===== config.mk =====
export PLATFORM = sky130hd
export DESIGN_NAME = keycode_sequencer
export DESIGN_NICKNAME = d
export VERILOG_FILES = /design/src/rtl/keycode_sequencer_pkg.sv /design/src/rtl/keycode_sequencer.sv
export SDC_FILE = /design/constraint.sdc
export NUM_CORES = 1
export LEC_CHECK = 0
export ABC_CLOCK_PERIOD_IN_PS = 1700
export BUFFER_PORTS_ARGS = -buffer_cell sky130_fd_sc_hd__buf_2
export CORE_MARGIN = 2
export CORE_UTILIZATION = 35
export DETAILED_ROUTE_END_ITERATION = 6
export GPL_TIMING_DRIVEN = 0
export SETUP_SLACK_MARGIN = 0.2
export SYNTH_ARGS = -nofsm -noshare
export SYNTH_HDL_FRONTEND = slang
export SYNTH_SLANG_ARGS = --single-unit

===== constraint.sdc =====
create_clock -name Clk_S -period 1.7 [get_ports Clk_S]
set_clock_uncertainty 0.15 [all_clocks]
set_input_delay 0.255 -clock Clk_S [delete_from_list [all_inputs] [get_ports Clk_S]]
set_output_delay 0.255 -clock Clk_S [all_outputs]
set_load 0.1 [all_outputs]

===== src/rtl/keycode_sequencer_pkg.sv =====
// Shared state encoding and scancode constants for the keycode sequencer.
package keyseq_pkg;

    typedef enum logic [2:0] {
        IDLE,
        PREFIX,
        SAVE,
        WAIT_VAL,
        HOLD
    } state_t;

    localparam logic [7:0] SC_BREAK = 8'hF0;
    localparam logic [7:0] SC_EXT   = 8'hE0;

endpackage


===== src/rtl/keycode_sequencer.sv =====
// Turns PS/2 scancode bytes into validated make/break keycodes; Rx_Done to Key_Valid is VAL_LAT+2 cycles.
// Key_Valid holds until Key_Ready; bytes arriving while busy are dropped with Err_Overrun. KEYSEQ_TIMEOUT_EN adds a prefix timeout.
module keycode_sequencer
    import keyseq_pkg::*;
#(
    parameter int VAL_LAT     = 2,
    parameter int TIMEOUT_CYC = 50000
) (
    input  logic       Clk_S,
    input  logic       Reset_S,
    input  logic [7:0] Rx_Byte,
    input  logic       Rx_Done,
    output logic [7:0] Save_KeyCode,
    output logic       Save_Strobe,
    input  logic [7:0] Valid_KeyCode,
    input  logic       Led_Invalid,
    output logic [7:0] Key_Out,
    output logic       Key_Release,
    output logic       Key_Valid,
    input  logic       Key_Ready,
    output logic       Err_Invalid,
    output logic       Err_Overrun,
    output logic       Err_Timeout
);

    // WAIT_VAL is entered with cnt=0, so the sample edge is at cnt == VAL_LAT-1.
    localparam logic [2:0] SAMPLE_CNT = 3'(VAL_LAT - 1);

    state_t     state, state_nxt;
    logic       brk, brk_nxt;
    logic       ext, ext_nxt;
    logic [2:0] cnt, cnt_nxt;
    logic [7:0] save_nxt;
    logic [7:0] key_out_nxt;
    logic       key_rel_nxt;
    logic       err_inv_nxt;
    logic       err_ovr_nxt;

`ifdef KEYSEQ_TIMEOUT_EN
    // tmr counts the Rx_Done cycle as 1, so it reaches TIMEOUT_CYC TIMEOUT_CYC cycles after the byte.
    localparam logic [15:0] TMO_LAST = 16'(TIMEOUT_CYC - 1);
    logic [15:0] tmr, tmr_nxt;
    logic        err_tmo_nxt;
`else
    localparam int unused_timeout_cyc = TIMEOUT_CYC;
`endif

    assign Save_Strobe = (state == SAVE);
    assign Key_Valid   = (state == HOLD);

    always_comb begin
        state_nxt   = state;
        brk_nxt     = brk;
        ext_nxt     = ext;
        cnt_nxt     = cnt;
        save_nxt    = Save_KeyCode;
        key_out_nxt = Key_Out;
        key_rel_nxt = Key_Release;
        err_inv_nxt = 1'b0;
        err_ovr_nxt = 1'b0;
`ifdef KEYSEQ_TIMEOUT_EN
        err_tmo_nxt = 1'b0;
        tmr_nxt     = Rx_Done ? 16'd1 : (state == PREFIX) ? tmr + 16'd1 : tmr;
`endif
        case (state)
            IDLE, PREFIX: begin
                if (Rx_Done) begin
                    if (Rx_Byte == SC_BREAK) begin
                        brk_nxt   = 1'b1;
                        state_nxt = PREFIX;
                    end else if (Rx_Byte == SC_EXT) begin
                        ext_nxt   = 1'b1;
                        state_nxt = PREFIX;
                    end else if (state == PREFIX && ext) begin
                        // Extended keys are not forwarded: swallow the code and forget the prefixes.
                        brk_nxt   = 1'b0;
                        ext_nxt   = 1'b0;
                        state_nxt = IDLE;
                    end else begin
                        save_nxt  = Rx_Byte;
                        state_nxt = SAVE;
                    end
                end
`ifdef KEYSEQ_TIMEOUT_EN
                else if (state == PREFIX && tmr == TMO_LAST) begin
                    brk_nxt     = 1'b0;
                    ext_nxt     = 1'b0;
                    err_tmo_nxt = 1'b1;
                    state_nxt   = IDLE;
                end
`endif
            end
            SAVE: begin
                err_ovr_nxt = Rx_Done;
                cnt_nxt     = 3'd0;
                state_nxt   = WAIT_VAL;
            end
            WAIT_VAL: begin
                err_ovr_nxt = Rx_Done;
                if (cnt == SAMPLE_CNT) begin
                    brk_nxt = 1'b0;
                    ext_nxt = 1'b0;
                    if (Led_Invalid) begin
                        err_inv_nxt = 1'b1;
                        state_nxt   = IDLE;
                    end else begin
                        key_out_nxt = Valid_KeyCode;
                        key_rel_nxt = brk;
                        state_nxt   = HOLD;
                    end
                end else begin
                    cnt_nxt = cnt + 3'd1;
                end
            end
            HOLD: begin
                err_ovr_nxt = Rx_Done;
                if (Key_Ready) state_nxt = IDLE;
            end
            default: state_nxt = IDLE;
        endcase
    end

    always_ff @(posedge Clk_S) begin
        if (!Reset_S) begin
            state        <= IDLE;
            brk          <= 1'b0;
            ext          <= 1'b0;
            cnt          <= 3'd0;
            Save_KeyCode <= 8'h00;
            Key_Out      <= 8'h00;
            Key_Release  <= 1'b0;
            Err_Invalid  <= 1'b0;
            Err_Overrun  <= 1'b0;
        end else begin
            state        <= state_nxt;
            brk          <= brk_nxt;
            ext          <= ext_nxt;
            cnt          <= cnt_nxt;
            Save_KeyCode <= save_nxt;
            Key_Out      <= key_out_nxt;
            Key_Release  <= key_rel_nxt;
            Err_Invalid  <= err_inv_nxt;
            Err_Overrun  <= err_ovr_nxt;
        end
    end

`ifdef KEYSEQ_TIMEOUT_EN
    always_ff @(posedge Clk_S) begin
        if (!Reset_S) begin
            tmr         <= 16'd0;
            Err_Timeout <= 1'b0;
        end else begin
            tmr         <= tmr_nxt;
            Err_Timeout <= err_tmo_nxt;
        end
    end
`else
    assign Err_Timeout = 1'b0;
`endif

endmodule


* Word-level counts from Yosys, hierarchy flattened
Index checks and enable logic that the tools add are counted.
** Storage, ports and cells
- Register bits :: 27
- Latch bits :: 0
- RAM bits :: 0
- ROM bits :: 0
- Logic and storage cells :: 64
- Memories :: 0
** Cells by class
- $add $sub $neg :: 1
- Multiply operators :: 0
- Div/mod/pow operators :: 0
- Order comparisons :: 0
- Eq/ne operators :: 15
- Shift operators :: 0
- Mux-type cells :: 21
- Bitwise logic cells :: 4
- Reductions and logical operators :: 14
** Operators with widths (number)
- 8-bit == test (second input constant) :: 2
- 3-bit 2-to-1 mux :: 5
- 5-bit AND reduction :: 3
- 3-bit one-hot mux with 4 select lines :: 1
- 1-bit 2-to-1 mux :: 9
- 3-bit inequality test (second input constant) :: 3
- 3-bit AND reduction :: 3
- 2-bit inequality test (second input constant) :: 4
- 3-bit by 1-bit == test with 1-bit output (second input constant) :: 2
- 3-bit by 2-bit == test with 1-bit output (second input constant) :: 2
- 2-bit 2-to-1 mux :: 3
- 3-bit one-hot mux with 2 select lines :: 1
- 1-bit inverter :: 4
- 1-bit one-hot mux with 2 select lines :: 2
- 2-bit AND reduction :: 2
- 2-bit nonzero test :: 2
- 3-bit by 1-bit adder with 3-bit output (second input constant) :: 1
- 3-bit == test (second input constant) :: 1
- 3-bit logical NOT :: 1
- 3-bit OR reduction :: 1
- 2-bit by 1-bit inequality test with 1-bit output (second input constant) :: 1
- 2-bit OR reduction :: 1
- 1-bit logical AND :: 1

* Logic depth before layout (Yosys ltp)
Gate-level depths: netlist of the first run.
- Depth in word-level cells :: 7
- Mapped depth :: 7
- Gate-level depth less buffers :: 6

* Worst setup path before layout of the first run
No wires, ideal clock.
- Path kind :: register to output
- Start :: register state[1]
- End :: output Save_Strobe
- Arrival :: 2099 ps
- Path slack :: -804 ps
- Cell stages (with the launch flop) :: 5
- Buffers on the path :: 2
- Path through :: dfxtp_1 > clkbuf_1 > nand2b_1 > clkbuf_1 > nor2_1
** On the way
- Cells in the longest elaborated chain, start to end :: 1
** Ends and longest elaborated chain
- from (decl) :: RTL line keycode_sequencer.sv:29 : state_t state, state_nxt;
- from (signal assigned) :: RTL line keycode_sequencer.sv:135 : state <= state_nxt;
- 3-bit by 2-bit == test with 1-bit output :: RTL line keycode_sequencer.sv:48 : assign Save_Strobe = (state == SAVE);
- to (decl) :: RTL line keycode_sequencer.sv:14 : output logic Save_Strobe,
Every way passes these cells.

* Final worst setup path of the first run
- Start :: register state[1]
- End :: output Key_Valid
** On the way
- Cells in the longest elaborated chain, start to end :: 1
** Ends and longest elaborated chain
- 3-bit == test :: RTL line keycode_sequencer.sv:49 : assign Key_Valid = (state == HOLD);
- to (decl) :: RTL line keycode_sequencer.sv:19 : output logic Key_Valid,
Every way passes these cells.

==> flow_summary.toml, run 1 <==
[global_routing]
grtUsageMet3_pct = 2.857
first_global_vias = 1271
antenna_found_initial = 0
track_usage_pct = 17.55
grt_use_met2_pct = 32.50
grt_max_degree = 16
top_usage_layer = "met2"
gr-usage-met1_pct = 20.62
overflow = 0
grt_pass1_wl_um = 5678

[route]
ant_nets = 0
routed_wl_um = 3757
drtIter0Drc = 35
drt_pass1_iterations = 4
routed_via_density = 4.989
drc = 0
num_vias = 1332
wl_per_cell_um = 14.07

[setup_path]
crit_start = "state[1]"
rr_startpoint = "cnt[1]"
critPathRequiredTime_ns = 1.29
worst-setup-path-type = "reg2out"
startpoint_type = "register"
rr_worst_depth = 7
reg2reg_slack_ns = -0.11
r2r-end = "Key_Out[2]"
critPathMaxFanout = 4
crit_arrival_ns = 1.49
end_kind = "primary output"

[power]
cellLeakagePower_nw = 0.9306
p_comb_share_pct = 31.0
internal-power_mw = 0.9059
sequentialPowerShare_pct = 48.2
cellPowerDensity_nw_per_um2 = 661.5
swShare_pct = 35.00
irDropWorstVdd_mv = 0.5073
p_sw_mw = 0.4879
p_clk_share_pct = 20.8

[timing]
finalSetupTns_ns = -0.9035
final_max_slew_viol_count = 0
min_period_ns = 1.894
fin_ws_ns = -0.1938
holdWs_ns = -0.00004771
worst_pin_slew_ns = 0.6513
finalSetupViolations = 11
fmax_mhz = 528.0
fin_crit_sh_pct = 111.4
slew_headroom_pct = 56.58
hold_viol_final = 1
grt_setup_unrepaired = "yes"

[floorplan]
die_h_um = 63.64
core-area_um2 = 3390
fp.dieW_um = 63.64
start_util_pct = 36.73
io_pins = 43
die-area_um2 = 4050
rows = 21

[synth]
synth_adder_area_share_pct = 2.010
syn_inst = 147
syn-num-nets = 170
synth_xor_area_share_pct = 0
ys_types = 36
synthesis.area_um2 = 1245
async_reset_ff_share_pct = 0
yosys_warnings = 0
synth_edf_count = 0
synth-simple-area-share_pct = 25.73
synth_top_family_by_area = "simple AND/OR/NAND/NOR gates"
avgSynthCellArea_um2 = 8.469
synthMuxAreaShare_pct = 8.844
yosys_register_bits = 27
yosysSeqAreaShare_pct = 43.42
yosys_most_used_dff = "dfxtp_1"
synth_compound_area_share_pct = 14.07

[clock_network]
max-clock-path-buffers = 2
htreeDepth = 1
cts_sinks = 27
clkLatencyLatePin_ns = 0.35
cts_tree = "yes"
cts-root-buf = "clkbuf_4"
numCtsBuffers = 3
clk_pin_slew_ns = 0.16

[placed_design]
dp_hpwl_um = 2158
routabilityCongestion = 0.8099
io_buffers = 41

[cells_and_area]
antenna_cells = 0
multi_input_area_um2 = 785.8
fillers = 290
area_growth_pct = 69.25
drive_gt1_share_pct = 50.23
seq_area_um2 = 549.3
fin_nets = 245

[min_path]
whs_endpoint = "Key_Out[3]"
min_path_cells = 3
hold_start = "Valid_KeyCode[3]"
worstHoldPathType = "in2reg"

[status]
outcome = "finished, violations left"
violations = "negative hold slack, negative setup slack"

[job]
drv.max_cap_violation_count = 0
==> power groups by stage <==
stage          sequential, mW  combinational [mW]  clock, mW
3_3_place_gp            0.679               0.291          0
4_1_cts                 0.667               0.369      0.297
5_1_grt                 0.675               0.454      0.323
3_5_place_dp            0.680               0.295          0
6_report                0.673               0.432      0.290
2_1_floorplan           0.786               0.119          0
==> flip-flops by register name, indices dropped and copies added (netlist names) <==
name / count
Key_Release: 1
brk: 1
Save_KeyCode: 8
Err_Overrun: 1
Err_Invalid: 1
cnt: 3
ext: 1
Key_Out: 8
state: 3
==> through the flow <==
stage | setup slack [ns] | instances | total power [mW] | utilization, % | cell area (um2)
finish | -0.1938 | 267 | 1.394 | 62.16 | 2107
global route | -0.2311 | 267 | 1.451 | 62.16 | 2107
CTS | -0.2096 | 259 | 1.334 | 57.11 | 1936
detailed placement | -0.2413 | 234 | 0.9749 | 45.88 | 1555
global placement | -0.2303 | 234 | 0.9698 | 45.88 | 1555
floorplan | -0.08701 | 147 | 0.9049 | - | 1292
==> cells in the final DEF (no fill, tap or decap), types with 2 or more instances in the layout <==
cell           synthesis  layout
nor3_1                 6       3
o21ai_0               13       2
buf_6                  1       9
inv_1                  4       2
o21ai_2                0       3
clkbuf_1               7       3
dfxtp_1               27      22
nand2b_1               4       3
buf_12                 0       3
buf_8                  0       4
nand3_1               10       2
buf_2                  2      19
o21ai_1                0       7
dfxtp_2                0       4
nand2_1               17      17
a221o_1                2       2
clkbuf_4               0       3
nand3_2                0       8
a21oi_1                6       6
nor3_2                 0       3
mux2i_2                0       2
nor4_1                 2       2
nor2_1                12      11
mux2i_1               11       9
dlygate4sd3_1          0       8
buf_4                  1      34
==> Yosys cell counts, drive strengths merged (2+ instances only) <==
cell type	n	area share (%)
nand2b	4	2.0
clkbuf	7	2.1
nor3	6	2.4
ha	2	2.0
nand3	10	4.0
buf	4	2.3
nor2b	2	1.0
or2	2	1.0
nor2	12	3.6
nor4	2	1.0
mux2i	11	8.8
nand2	17	5.1
o21ai	13	5.2
a221o	2	1.6
a21oi	6	2.4
inv	4	1.2
dfxtp	27	43
==> critical path: stages, from the launching register on <==
cell	delay, ns
dfxtp_2	0.37
buf_8	0.12
or3b_4	0.39
clkinvlp_4	0.10
buf_12	0.16
==> final cells by class <==
type                            instances  share of cell area [%]
Multi-Input combinational cell        105                   37.29
Timing Repair Buffer                   70                   26.66
Sequential cell                        27                   26.07
Buffer                                 11                   5.048
Tap cell                               46                   2.732
Clock buffer                            3                   1.069
Inverter                                4                  0.8907
Clock inverter                          1                  0.2375
==> worst max-delay path by stage <==
stage	end	cells after the start	slack, ns
floorplan	ext	5	-0.09
global placement	Save_Strobe	5	-0.23
detailed placement	ext	6	-0.24
CTS	Key_Valid	4	-0.21
global route	Key_Valid	4	-0.23
finish	Key_Valid	4	-0.19
==> logic make-up (layout without fill, tap and decap cells) <==
kind of cell	count (synthesis)	count (layout)
adder cells (fa/ha/maj)	2	2
multiplexers	11	11
AND/OR/NAND/NOR	63	63
flip-flops	27	27
other	1	1
AO/OA/AOI/OAI	28	28
buffers and inverters	15	89
==> what timing repair did <==
item	in CTS	in global routing
endpoints found under the hold margin	8	0
setup endpoints to repair	45	26
setup buffers	12	7
gates cloned	1	1
gates resized for setup	57	32
pin swaps	13	18
hold buffers	8	0
==> layer usage <==
metal  share of wire, %  wire (um)
met1                 41       1554
met2                 55       2054
met3                3.1        115
met4               0.85         32
met5                  0          0
(Power assumes the default switching activity.)
==> run 2: changes to the inputs <==
Settings changed: REMOVE_ABC_BUFFERS set to 1, SKIP_CTS_REPAIR_TIMING set to 1.
==> run 2 against run 1 <==
  * The flow still finishes with violations (negative hold slack, negative setup slack)
  * Highest routed layer unchanged
  * Critical endpoint unchanged
  * Clock power barely moved
  * Cell count fell by 9.4%
  * Combinational power decreased by 17%
  * Largest cell class unchanged
==> flow_summary.toml, run 2 (same netlist as run 1, synthesis figures left out) <==
[status]
outcome = "finished, violations left"
violations = "negative hold slack, negative setup slack"

[power]
swShare_pct = 35.17
sequentialPowerShare_pct = 50.7
internal-power_mw = 0.8537
power_mw = 1.317
p_clk_share_pct = 22.0
irDropWorstVdd_mv = 0.4103
cellLeakagePower_nw = 0.8010
cellPowerDensity_nw_per_um2 = 724.8
p_sw_mw = 0.4631
p_comb_share_pct = 27.2

[placed_design]
dp_cells = 223
io_buffers = 41
dp_hpwl_um = 2045
dpl_worst_slack_ns = -0.3404
dpl_cell_area_um2 = 1453
routabilityCongestion = 0.7784

[setup_path]
slowest_stage = "or3b_4"
critPathMaxStageDelay_ns = 0.41
critPathMaxFanout = 6
crit_arrival_ns = 1.38
cp_cell_sequence = "or3b_4 > inv_2 > buf_12"
cp_top_family = "simple AND/OR/NAND/NOR gates"
critPathRequiredTime_ns = 1.29
worst-path-buf-inv = 2
end_kind = "primary output"
worst-setup-path-type = "reg2out"
startpoint_type = "register"

[floorplan]
fp.dieW_um = 63.64
io_pins = 43
rows = 21
core-area_um2 = 3390
die_h_um = 63.64
die-area_um2 = 4050
start_util_pct = 36.73

[cells_and_area]
fin_cells = 242
antenna_cells = 0
fin_nets = 220
area_growth_pct = 45.93
reg_top3 = "Key_Out (8), Save_KeyCode (8)"
drive_gt1_share_pct = 42.35
fin_area_um2 = 1817
fin_util_pct = 53.60
final_common_cell = "dfxtp_1"
mostFrequentLayoutCells = "dfxtp_1, buf_2, clkbuf_4"

[timing]
fin_crit_sh_pct = 105.1
grt_setup_unrepaired = "yes"
holdWs_ns = -0.003836
final_max_slew_viol_count = 0
finalSetupViolations = 11
fmax_mhz = 559.8
hold_viol_final = 3
min_period_ns = 1.786
finalSetupTns_ns = -0.4676
fin_ws_ns = -0.08633

[global_routing]
track_usage_pct = 13.84
antenna_found_initial = 0
grt_pass1_wl_um = 4491
grt_max_degree = 25
overflow = 0
first_global_vias = 1030

[route]
drc = 0
drtIter0Drc = 26
drt_pass1_iterations = 4
routed_via_density = 5.165
routed_wl_um = 3256
num_vias = 1250
wl_per_cell_um = 13.45
ant_nets = 0

[clock_network]
htreeDepth = 1
clk_pin_slew_ns = 0.15
cts-root-buf = "clkbuf_4"
cts_sinks = 27
cts_tree = "yes"
numCtsBuffers = 3
clkLatencyLatePin_ns = 0.33
max-clock-path-buffers = 2

[job]
drv.max_cap_violation_count = 0

[min_path]
worstHoldPathType = "in2reg"
[run 2: changes by cell type in the layout (fill, tap and decap cells not counted), sizes merged]
| cell | before | now |
|---|---|---|
| clkinv | 1 | 0 |
| buf | 69 | 35 |
| or4 | 1 | 2 |
| dlygate4sd3 | 8 | 4 |
| clkinvlp | 1 | 2 |
| clkbuf | 7 | 18 |
| o211ai | 1 | 2 |
[run 2: worst paths after layout]
| check | from | endpoint | slack, ns | cells after the start |
|---|---|---|---|---|
| max | state[0] | Key_Valid | -0.09 | 3 |
| max reg2reg | cnt[1] | Key_Out[0] | -0.07 | 6 |
| min | Valid_KeyCode[1] | Key_Out[1] | -0.004 | 3 |
| min reg2reg | state[2] | state[1] | 0.32 | 1 |
[run 2: tightest hold or removal path, cell delays in order]
cell and delay [ns]:
buf_2 0.08, mux2i_1 0.05, nor2_1 0.07
[run 2: final cells by class]
cell class,count,area (um2)
timing repair buffer,54,396.6
sequential,27,559.3
inverter,4,18.77
clock inverter,1,7.507
multi-input combinational,107,754.5
tap,46,57.56
clock buffer,3,22.52
fill,306,1573
[run 2: power groups by stage]
stage / sequential [mW] / clock, mW / combinational (mW)
6_report: 0.668 / 0.290 / 0.359
5_1_grt: 0.672 / 0.329 / 0.379
4_1_cts: 0.677 / 0.297 / 0.268
3_5_place_dp: 0.690 / 0 / 0.268
3_3_place_gp: 0.689 / 0 / 0.263
2_1_floorplan: 0.793 / 0 / 0.0929
[run 2: metal layers]
| layer | global-route usage (%) | up-vias | share of wire [%] |
|---|---|---|---|
| li1 | - | 617 | - |
| met1 | 17.20 | 588 | 43 |
| met2 | 23.55 | 40 | 52 |
| met3 | 2.857 | 5 | 4.6 |
| met4 | 4.891 | 0 | 1.2 |
| met5 | 0 | - | 0 |
==> run 3: changes to the inputs <==
Settings changed: CORE_UTILIZATION 35 to 44, PLACE_DENSITY set to 0.74.
==> run 3 against run 2 <==
  * Sequential share of layout area is 1.0 points higher
  * The run still ends with negative hold slack, negative setup slack left
  * First-iteration DRC count is 31% higher
  * Utilization increased by 11 points
  * Count of clock-buffer cells in the layout up 1
  * Highest routed layer unchanged
==> flow_summary.toml, run 3 (same netlist as run 1, synthesis figures left out) <==
[cells_and_area]
reg_top3 = "Key_Out (8), Save_KeyCode (8)"
fin_cells = 224
drive_gt1_share_pct = 40.93
antenna_cells = 0
mostFrequentLayoutCells = "dfxtp_1, clkbuf_4, buf_2"
fin_nets = 217
area_growth_pct = 40.50

[clock_network]
htreeDepth = 1
cts_sinks = 27
clkLatencyLatePin_ns = 0.33
clk_pin_slew_ns = 0.14
cts_tree = "yes"
max-clock-path-buffers = 2
cts-root-buf = "clkbuf_4"
numCtsBuffers = 3

[floorplan]
rows = 19
die_h_um = 57.19
fp.dieW_um = 57.19
start_util_pct = 45.94
io_pins = 43
core-area_um2 = 2710
die-area_um2 = 3271

[placed_design]
dp_hpwl_um = 1894
routabilityCongestion = 0.7198
io_buffers = 41
dp_cells = 208
dpl_worst_slack_ns = -0.3552

[setup_path]
end_kind = "primary output"
slowest_stage = "dfxtp_4"
critPathMaxStageDelay_ns = 0.40
crit_arrival_ns = 1.38
critPathMaxFanout = 7
cp_cell_sequence = "or3b_4 > inv_2 > buf_12"
startpoint_type = "register"
worst-setup-path-type = "reg2out"
critPathRequiredTime_ns = 1.29

[global_routing]
antenna_found_initial = 0
grt_pass1_wl_um = 4381
first_global_vias = 1062
overflow = 0
grt_max_degree = 25
track_usage_pct = 16.63

[status]
violations = "negative hold slack, negative setup slack"
outcome = "finished, violations left"

[route]
drc = 0
num_vias = 1265
drt_pass1_iterations = 4
routed_via_density = 5.647
ant_nets = 0
wl_per_cell_um = 13.75
routed_wl_um = 3081
drtIter0Drc = 34

[timing]
fin_ws_ns = -0.08835
hold_viol_final = 3
final_max_slew_viol_count = 0
finalSetupViolations = 7
fin_crit_sh_pct = 105.2
fmax_mhz = 559.2
holdWs_ns = -0.01740
min_period_ns = 1.788
grt_setup_unrepaired = "yes"

[power]
cellLeakagePower_nw = 0.7919
irDropWorstVdd_mv = 0.4909
power_mw = 1.299
cellPowerDensity_nw_per_um2 = 742.8

[job]
drv.max_cap_violation_count = 0

[min_path]
worstHoldPathType = "in2reg"
[run 3: worst paths after layout]
kind               from               to  slack, ns  cells after the start
min reg2reg    state[2]         state[1]       0.33                      1
max reg2reg      cnt[1]       Key_Out[7]      -0.04                      6
min          Rx_Byte[2]  Save_KeyCode[2]      -0.02                      3
max            state[2]        Key_Valid      -0.09                      3
[run 3: per-stage QoR]
| stage | setup TNS, ns | util, % | cell area [um2] |
|---|---|---|---|
| after global placement | -4.185 | 52.91 | 1434 |
| after detailed placement | -5.217 | 52.91 | 1434 |
| after floorplan | -2.219 | - | 1190 |
| after global routing | -0.7241 | 64.54 | 1749 |
| final | -0.2493 | 64.54 | 1749 |
| after CTS | -4.485 | 53.88 | 1460 |
[run 3: where the power goes]
part	internal [mW]	switching (mW)	total [mW]
Clock	0.0924	0.192	0.285
Sequential	0.652	0.0185	0.671
Combinational	0.104	0.239	0.344
Total	0.849	0.450	1.30
[run 3: cell type report]
type	instances	area (um2)
repair buffers	51	370.4
well taps	31	38.79
flip-flops and latches	27	556.8
inverters	4	18.77
clock buffers	4	26.28
fillers	228	960.9
multi-input cells	107	738.2
[run 3: critical path: cells and delay by family, from the launching register on]
family,cells,cell delay [ns]
buf+inv,2,0.25
flops,1,0.40
simple gates,1,0.40
[run 3: metal layers]
metal,up-vias,track usage [%],share of wire [%]
met5,-,0,0
met4,0,5.980,1.2
li1,618,-,-
met3,3,2.268,8.5
met2,62,29.39,50
met1,582,20.63,40
